===== src/rtl/dcfifo_wr_packer.sv =====
// dcfifo_wr_packer: packs RATIO narrow beats into one wide dual-clock FIFO word
// carrying a lane count and a last flag. It drives the FIFO write port and
// produces an advisory registered almost-full indication.
module dcfifo_wr_packer #(
  parameter int unsigned IN_WIDTH    = 8,
  parameter int unsigned RATIO       = 4,
  parameter int unsigned FIFO_WIDTHU = 3,
  parameter int unsigned AFULL_LEVEL = 6
) (
  input  logic                                         wrclk,
  input  logic                                         wr_rst,
  input  logic [IN_WIDTH-1:0]                          s_data,
  input  logic                                         s_valid,
  input  logic                                         s_last,
  output logic                                         s_ready,
  output logic [RATIO*IN_WIDTH+$clog2(RATIO):0]        fifo_data,
  output logic                                         fifo_wrreq,
  input  logic                                         fifo_wrfull,
  input  logic [FIFO_WIDTHU-1:0]                       fifo_wrusedw,
  output logic                                         almost_full
);

  localparam int unsigned LW        = $clog2(RATIO);
  localparam int unsigned LANES_W   = RATIO * IN_WIDTH;
  localparam int unsigned OUT_WIDTH = LANES_W + LW + 1;

  logic [LANES_W-1:0]   acc_q, acc_d;
  logic [LW-1:0]        lane_q, lane_d;
  logic [OUT_WIDTH-1:0] out_word_q, out_word_d;
  logic                 out_valid_q, out_valid_d;
  logic                 afull_q, afull_d;

  logic                 accept;
  logic                 complete;
  logic                 wr_fire;
  logic [LANES_W-1:0]   merged;

  // A held word stalls the input only while the FIFO reports full
  assign s_ready    = ~wr_rst & (~out_valid_q | ~fifo_wrfull);
  assign fifo_wrreq = out_valid_q & ~fifo_wrfull;
  assign fifo_data  = out_word_q;
  assign almost_full = afull_q;

  // Next-state: merge accepted beat into its lane, close word on last lane or s_last
  always_comb begin
    acc_d       = acc_q;
    lane_d      = lane_q;
    out_word_d  = out_word_q;
    out_valid_d = out_valid_q;
    afull_d     = (32'(fifo_wrusedw) >= 32'(AFULL_LEVEL)) | fifo_wrfull;

    accept   = s_valid & s_ready;
    wr_fire  = out_valid_q & ~fifo_wrfull;
    complete = accept & ((lane_q == LW'(RATIO - 1)) | s_last);

    merged = acc_q;
    for (int unsigned i = 0; i < RATIO; i++) begin
      if (lane_q == LW'(i)) begin
        merged[i*IN_WIDTH +: IN_WIDTH] = s_data;
      end
    end

    if (complete) begin
      // Lanes above lane_q stay zero because acc is cleared after every word
      out_word_d  = {s_last, lane_q, merged};
      out_valid_d = 1'b1;
      acc_d       = '0;
      lane_d      = '0;
    end else begin
      if (accept) begin
        acc_d  = merged;
        lane_d = lane_q + LW'(1);
      end
      if (wr_fire) begin
        out_valid_d = 1'b0;
      end
    end
  end

  // State registers; reset discards any partial or held word
  always_ff @(posedge wrclk or posedge wr_rst) begin
    if (wr_rst) begin
      acc_q       <= '0;
      lane_q      <= '0;
      out_word_q  <= '0;
      out_valid_q <= 1'b0;
      afull_q     <= 1'b0;
    end else begin
      acc_q       <= acc_d;
      lane_q      <= lane_d;
      out_word_q  <= out_word_d;
      out_valid_q <= out_valid_d;
      afull_q     <= afull_d;
    end
  end

endmodule


===== config.mk =====
export PLATFORM = sky130hd
export DESIGN_NAME = dcfifo_wr_packer
export DESIGN_NICKNAME = d
export VERILOG_FILES = /design/src/rtl/dcfifo_wr_packer.sv
export SDC_FILE = /design/constraint.sdc
export NUM_CORES = 1
export LEC_CHECK = 0
export CAP_MARGIN = 20
export CORE_MARGIN = 2
export CORE_UTILIZATION = 33
export CTS_CLUSTER_DIAMETER = 80
export DETAILED_ROUTE_END_ITERATION = 7
export GPL_ROUTABILITY_DRIVEN = 1
export PLACE_DENSITY = 0.62
export SYNTH_ARGS = -nofsm -noshare
export SYNTH_HDL_FRONTEND = slang
export SYNTH_SLANG_ARGS = --single-unit

===== constraint.sdc =====
create_clock -name wrclk -period 2.6 [get_ports wrclk]
set_clock_uncertainty 0.15 [all_clocks]
set_input_delay 0.52 -clock wrclk [delete_from_list [all_inputs] [get_ports wrclk]]
set_output_delay 0.52 -clock wrclk [all_outputs]
set_load 0.1 [all_outputs]

==> results of run 1 <==
layout by cell type (no fill, tap or decap):
cell type        count
clkbuf_1             2
o21ai_0              2
nand4_1              2
inv_2                1
clkdlybuf4s50_1     14
buf_4               42
dfrtp_1             71
and2_1               9
buf_12               5
nor2b_1              1
a21o_1               1
o311ai_2             3
nand3_1              1
clkinv_2             1
nand3b_4             1
nor2_2               1
a22o_1              25
nand2_1              2
mux2_1               2
a21oi_2              1
bufinv_16            2
clkbuf_8            11
ha_1                 4
and4_1               3
inv_1                2
mux2_2              64
stage by stage:
| stage | instance area [sq um] | setup WS [ns] | hold WS, ns | cells |
|---|---|---|---|---|
| final | 3934 | 0.2232 | 0.3315 | 384 |
| after global routing | 3934 | 0.1641 | 0.3654 | 384 |
| after floorplan | 3079 | 0.07466 | 0.2994 | 209 |
| after global placement | 3710 | 0.2223 | 0.3157 | 368 |
| after detailed placement | 3710 | 0.2139 | 0.3199 | 368 |
| after CTS | 3934 | 0.2103 | 0.3373 | 384 |
flip-flops by register name, summed over array words and instances (netlist names):
register / count
fifo_data: 35
acc_q: 32
lane_q: 2
almost_full: 1
out_valid_q: 1
power breakdown:
group | total (uW) | internal (uW) | switching [uW]
clock network | 986 | 592 | 394
logic | 2040 | 539 | 1500
registers | 1450 | 1330 | 123
total | 4480 | 2460 | 2020
critical path: stages:
cell and delay [ns]:
clkdlybuf4s50_1 0.47, a21oi_2 0.28, buf_4 0.24, buf_12 0.19
final cells by class:
type	instances	area share (%)
Multi-Input combinational cell	122	31.20
Clock inverter	3	1.654
Sequential cell	71	45.17
Timing Repair Buffer	61	14.12
Tap cell	111	3.531
Clock buffer	13	4.039
Inverter	3	0.2863
metal layers:
| layer | GRT usage, % | part of all wire, % | wire length [microns] | up-vias |
|---|---|---|---|---|
| met5 | 0 | 0 | 0 | - |
| met4 | 4.110 | 0.90 | 60 | 0 |
| met3 | 5.201 | 4.0 | 263 | 4 |
| met2 | 21.95 | 48 | 3195 | 40 |
| met1 | 18.98 | 47 | 3122 | 972 |
| li1 | - | - | - | 888 |
cell families (layout without fill, tap and decap cells):
kind of cell    count (synthesis)  after routing  share of synthesized area (%)
buf+inv                        16             80                          2.438
mux                            66             66                          24.14
flops                          71             71                          57.70
compound gates                 32             32                          9.549
fa+ha+maj                       4              4                          1.625
simple gates                   20             20                          4.551
worst paths after layout:
| check | to | from | depth (start not counted) |
|---|---|---|---|
| max | s_ready | fifo_wrfull | 4 |
| min | acc_q[28] | acc_q[28] | 1 |
| max reg2reg | acc_q[2] | lane_q[0] | 4 |
| min reg2reg | acc_q[28] | acc_q[28] | 1 |
| max in group asynchronous | fifo_data[17] | wr_rst | 3 |
| min in group asynchronous | almost_full | wr_rst | 3 |
==> results by group, run 1 <==
Status
  • Run status: completed

Finish
  • Area Overhead vs Synth: 27.75%
  • FF+latch area: 1777 sq um
  • Antenna diodes: 0
  • Number of nets in the layout: 288
  • Area of the multi-input gates: 1227 sq um
  • Fin util: 42.98%
  • Layout cells sized above 1: around half
  • Filler Cells Inserted: ~830

GRT
  • Global route overflow: 0
  • Vias in the first global route: 1939
  • Gr usage total: 14.28%
  • Initial antenna violation count: 0
  • Pin count of the biggest net entering global routing: 45
  • Global-route wire length before repair: around 11 mm

Die
  • DIE HEIGHT: around 100 microns
  • Core region area: about 9200 sq um
  • Initial Util: around 34%
  • Die X: ~100 microns
  • Cell Rows: 35
  • Top Ports: 54
  • Die ar.: 10120 sq um

CTS
  • # H-tree levels: 3
  • Number of CTS-inserted buffers: 9
  • Setup Fix Bufs, Post-CTS: 0
  • CTS Buffer Depth: 2
  • CTS tree: yes
  • Clock transition at path regs: roughly 0.070 ns
  • CTS root buf: clkbuf_8
  • Post-CTS Resized: 0
  • Cts hold-fix bufs: 0
  • Clock sink count: 71
  • Worst-Skew Late Latency: approximately 0.34 ns

Power and ir drop
  • Power consumption: around 4500 uW
  • Maximum vdd ir drop: between 0.4 and 0.5 mV
  • Leak: 0.001941 uW
  • Power density over cell area: roughly 1100 nW/um^2

Placed design
  • IO Port Bufs: 52
  • Post-DP HPWL: between 4 and 5 mm
  • Gpl congestion: about 0.78

Synth
  • Top_reg_cell synth: dfrtp_1
  • Synth warn: 0
  • Synth area leaders: dfrtp_1 (58%), mux2_2 (23%), a22o_1 (7.1%), and2_1 (1.8%), ha_1 (1.6%)
  • Syn Nets: approximately 230
  • Top-count cell post-synth: dfrtp_1
  • Register area share after synthesis: between 50 and 60%
  • Async S/R FF share, synth: between 90% and 100%
  • Gate Count Post-Synth: 209
  • EDFF count, synth: 0
  • Largest area contributor in the netlist: dfrtp_1
  • Area share of the largest cell type after synthesis: between 50% and 60%
  • Synth Cell Area: slightly above 3000 sq um
  • Top post-synthesis cells by count: dfrtp_1 (71), mux2_2 (64), a22o_1 (25)
  • Mapped Avg Cell Area: about 15 sq um
  • Netlist cell types: 23
  • Yosys reg bits: 71

Routing
  • Number of remaining DRC errors: 0
  • Initial DRC count: between 80 and 90
  • TritonRoute pass-1 iters: 4
  • Vias post-DR: 1904
  • Via density per instance: a little under 5
  • ANT nets after route: 0
  • Final WL: 6.641 mm
  • WL/cell: around 17 microns

Setup path
  • Crit path DAT: ~1.7 ns
  • CP max FO: 11
  • Crit end category: primary output
  • Req. time, crit path: 1.93 ns
  • Flop2flop setup slack: around 0.57 ns
  • Startpoint Class: input pin
  • WS Path Type: input pin to primary output

STA
  • Fin crit share: approximately nine tenths
  • Worst slew margin: around 58%
  • Setup TNS: 0 ns
  • Fin crit period: around 2.4 ns
  • Final hold vios: 0
  • RSZ-0062 raised after global routing: false
  • Endpoints failing setup: 0
  • Max Freq: ~0.42 GHz
  • Worst-margin pin slew: about 0.63 ns
  • Max-slew violations: 0

Run
  • Max_cap viols: 0

Worst hold path
  • Worst Hold Class: flip-flop to flip-flop
Power figures use the tool's default switching activity.
==> inputs of run 2 (changes only) <==
- CORE_MARGIN: 2 -> 1
- MAX_ROUTING_LAYER: not set -> met4
==> results by group, run 2 (synthesized netlist as in run 1, its figures left out) <==
Setup path
  • Crit path DAT: 1.72 ns (about the same)
  • CP max FO: 10 (-1)
  • Crit path largest cell delay: 0.49 ns (+0.02 ns)
  • Critical-path cell list: clkdlybuf4s50_1 -> a21oi_2 -> buf_4 -> buf_12
  • Top cell family by delay on the critical path: buffers and inverters
  • Startpoint Class: input pin
  • Flop2flop setup slack: 0.66 ns (+0.09 ns)
  • Crit Reg-Reg Startpoint: lane_q[0]
  • R2R depth: 4 (unchanged)
  • WS Path Type: input pin to primary output
  • Crit end category: primary output
  • Reg-to-Reg End: acc_q[4]
  • CP max-delay cell: clkdlybuf4s50_1
  • Buf/Inv on CP: 3 (unchanged)
  • Req. time, crit path: 1.93 ns (about the same)

GRT
  • Pin count of the biggest net entering global routing: 37 (-18%)
  • Initial antenna violation count: 0 (unchanged)
  • Gr usage total: 15.01% (+0.72 points)
  • Vias in the first global route: 2012 (+3.8%)
  • Global-route wire length before repair: 10.70 mm (-0.64%)
  • Global route overflow: 0 (unchanged)

CTS
  • Setup Fix Bufs, Post-CTS: 0 (unchanged)
  • Number of CTS-inserted buffers: 9 (unchanged)
  • CTS tree: yes
  • CTS Buffer Depth: 2 (unchanged)
  • CTS root buf: clkbuf_8
  • Post-CTS Resized: 0 (unchanged)
  • Clock transition at path regs: 0.07 ns (about the same)
  • Clock sink count: 71 (unchanged)
  • # H-tree levels: 3 (unchanged)
  • Worst-Skew Late Latency: 0.34 ns (about the same)
  • Cts hold-fix bufs: 0 (unchanged)

Worst hold path
  • Hold EP: acc_q[28]
  • Min-delay src: acc_q[28]
  • Worst Hold Class: flip-flop to flip-flop
  • Hold path depth: 1 (unchanged)

Die
  • DIE HEIGHT: 98.60 microns (-2.0%)
  • Die ar.: 9721 sq um (-3.9%)
  • Initial Util: 34.63% (+0.99 points)
  • Die X: 98.60 microns (-2.0%)
  • Top Ports: 54 (unchanged)
  • Cell Rows: 34 (-2.9%)
  • Core region area: 8891 sq um (-2.9%)

Status
  • Run status: completed

Routing
  • Final WL: 6.451 mm (-2.9%)
  • Vias post-DR: 1916 (+0.63%)
  • Initial DRC count: 73 (-9.9%)
  • WL/cell: 17.07 microns (-1.3%)
  • Via density per instance: 5.069 (+2.2%)
  • Number of remaining DRC errors: 0 (unchanged)
  • ANT nets after route: 0 (unchanged)
  • TritonRoute pass-1 iters: 4 (unchanged)

STA
  • Final worst setup slack: 0.2092 ns (-0.01402 ns)
  • Max-slew violations: 0 (unchanged)
  • Endpoints failing setup: 0 (unchanged)
  • Fin crit share: 91.96% (+0.54 points)
  • Worst slew margin: 56.01% (-1.9 points)
  • Worst-margin pin slew: 0.6589 ns (+0.02917 ns)
  • RSZ-0062 raised after global routing: false
  • Final hold vios: 0 (unchanged)
  • Worst hold margin: 0.3376 ns (+0.006093 ns)
  • Setup TNS: 0 ns (unchanged)
  • Max Freq: 0.4183 GHz (-0.59%)
  • Fin crit period: 2.391 ns (+0.01402 ns)

Power and ir drop
  • Leak: 0.001909 uW (-1.7%)
  • Maximum vdd ir drop: 0.5800 mV (+27%)
  • Power density over cell area: 1101 nW/um^2 (-3.4%)

Placed design
  • Gpl congestion: 0.7630 (-2.3%)
  • Post-DP HPWL: 4.258 mm (-3.8%)
  • Placed Instance Area: 3699 sq um (-0.30%)
  • Pre-CTS setup slack: 0.2095 ns (-0.004366 ns)
  • IO Port Bufs: 52 (unchanged)

Finish
  • Max FFs per register: 35 (unchanged)
  • Fin util: 43.44% (+0.46 points)
  • Number of nets in the layout: 287 (-0.35%)
  • Area Overhead vs Synth: 25.44%
  • Most common cell after layout, fill and taps aside: dfrtp_1
  • Commonest non-fill, non-tap cells in the layout: dfrtp_1 (71), mux2_2 (64), buf_4 (41)
  • Antenna diodes: 0 (unchanged)
  • Layout cells sized above 1: 47.78% (-0.57 points)
  • Design area: 3862 sq um (-1.8%)

Run
  • Max_cap viols: 0 (unchanged)
run 2: power by group:
| part | leakage [uW] | switching (uW) | total [uW] | internal, uW |
|---|---|---|---|---|
| sequential | 0.000950 | 120 | 1450 | 1330 |
| clock | 0.0000854 | 380 | 767 | 387 |
| combinational | 0.000873 | 1500 | 2040 | 537 |
run 2: worst register-to-register path, delay by kind of cell, from the launching register on:
family / cells / cell delay, ns
flip-flops: 1 / 0.40
buffers and inverters: 1 / 0.10
adder cells (fa/ha/maj): 1 / 0.37
AO/OA/AOI/OAI: 2 / 0.85
run 2: area by class of cell:
| cell class | instances | area, sq um |
|---|---|---|
| Timing Repair Buffer | 60 | 548.0 |
| Sequential cell | 71 | 1777 |
| Tap cell | 108 | 135.1 |
| Multi-Input combinational cell | 122 | 1227 |
| Clock inverter | 1 | 5.005 |
| Inverter | 3 | 11.26 |
| Clock buffer | 13 | 158.9 |
| Fill cell | 813 | 5029 |
run 2: stage by stage:
step	std cells	total power, uW
global placement	364	3507
CTS	378	4303
detailed placement	364	3521
global route	378	4431
finish	378	4253
floorplan	209	3071
run 2: worst max-delay path by stage:
stage	to	startpoint	depth (start not counted)
final	s_ready	fifo_wrfull	4
after global placement	s_ready	fifo_wrfull	4
after detailed placement	s_ready	fifo_wrfull	4
after CTS	s_ready	fifo_wrfull	4
after floorplan	fifo_wrreq	fifo_wrfull	1
after global routing	s_ready	fifo_wrfull	4
run 2: layer usage:
| layer | wire length, microns | track usage (%) |
|---|---|---|
| met3 | 356 | 4.255 |
| met1 | 2944 | 19.23 |
| met2 | 3067 | 22.86 |
| met5 | 0 | - |
| met4 | 82 | 5.166 |
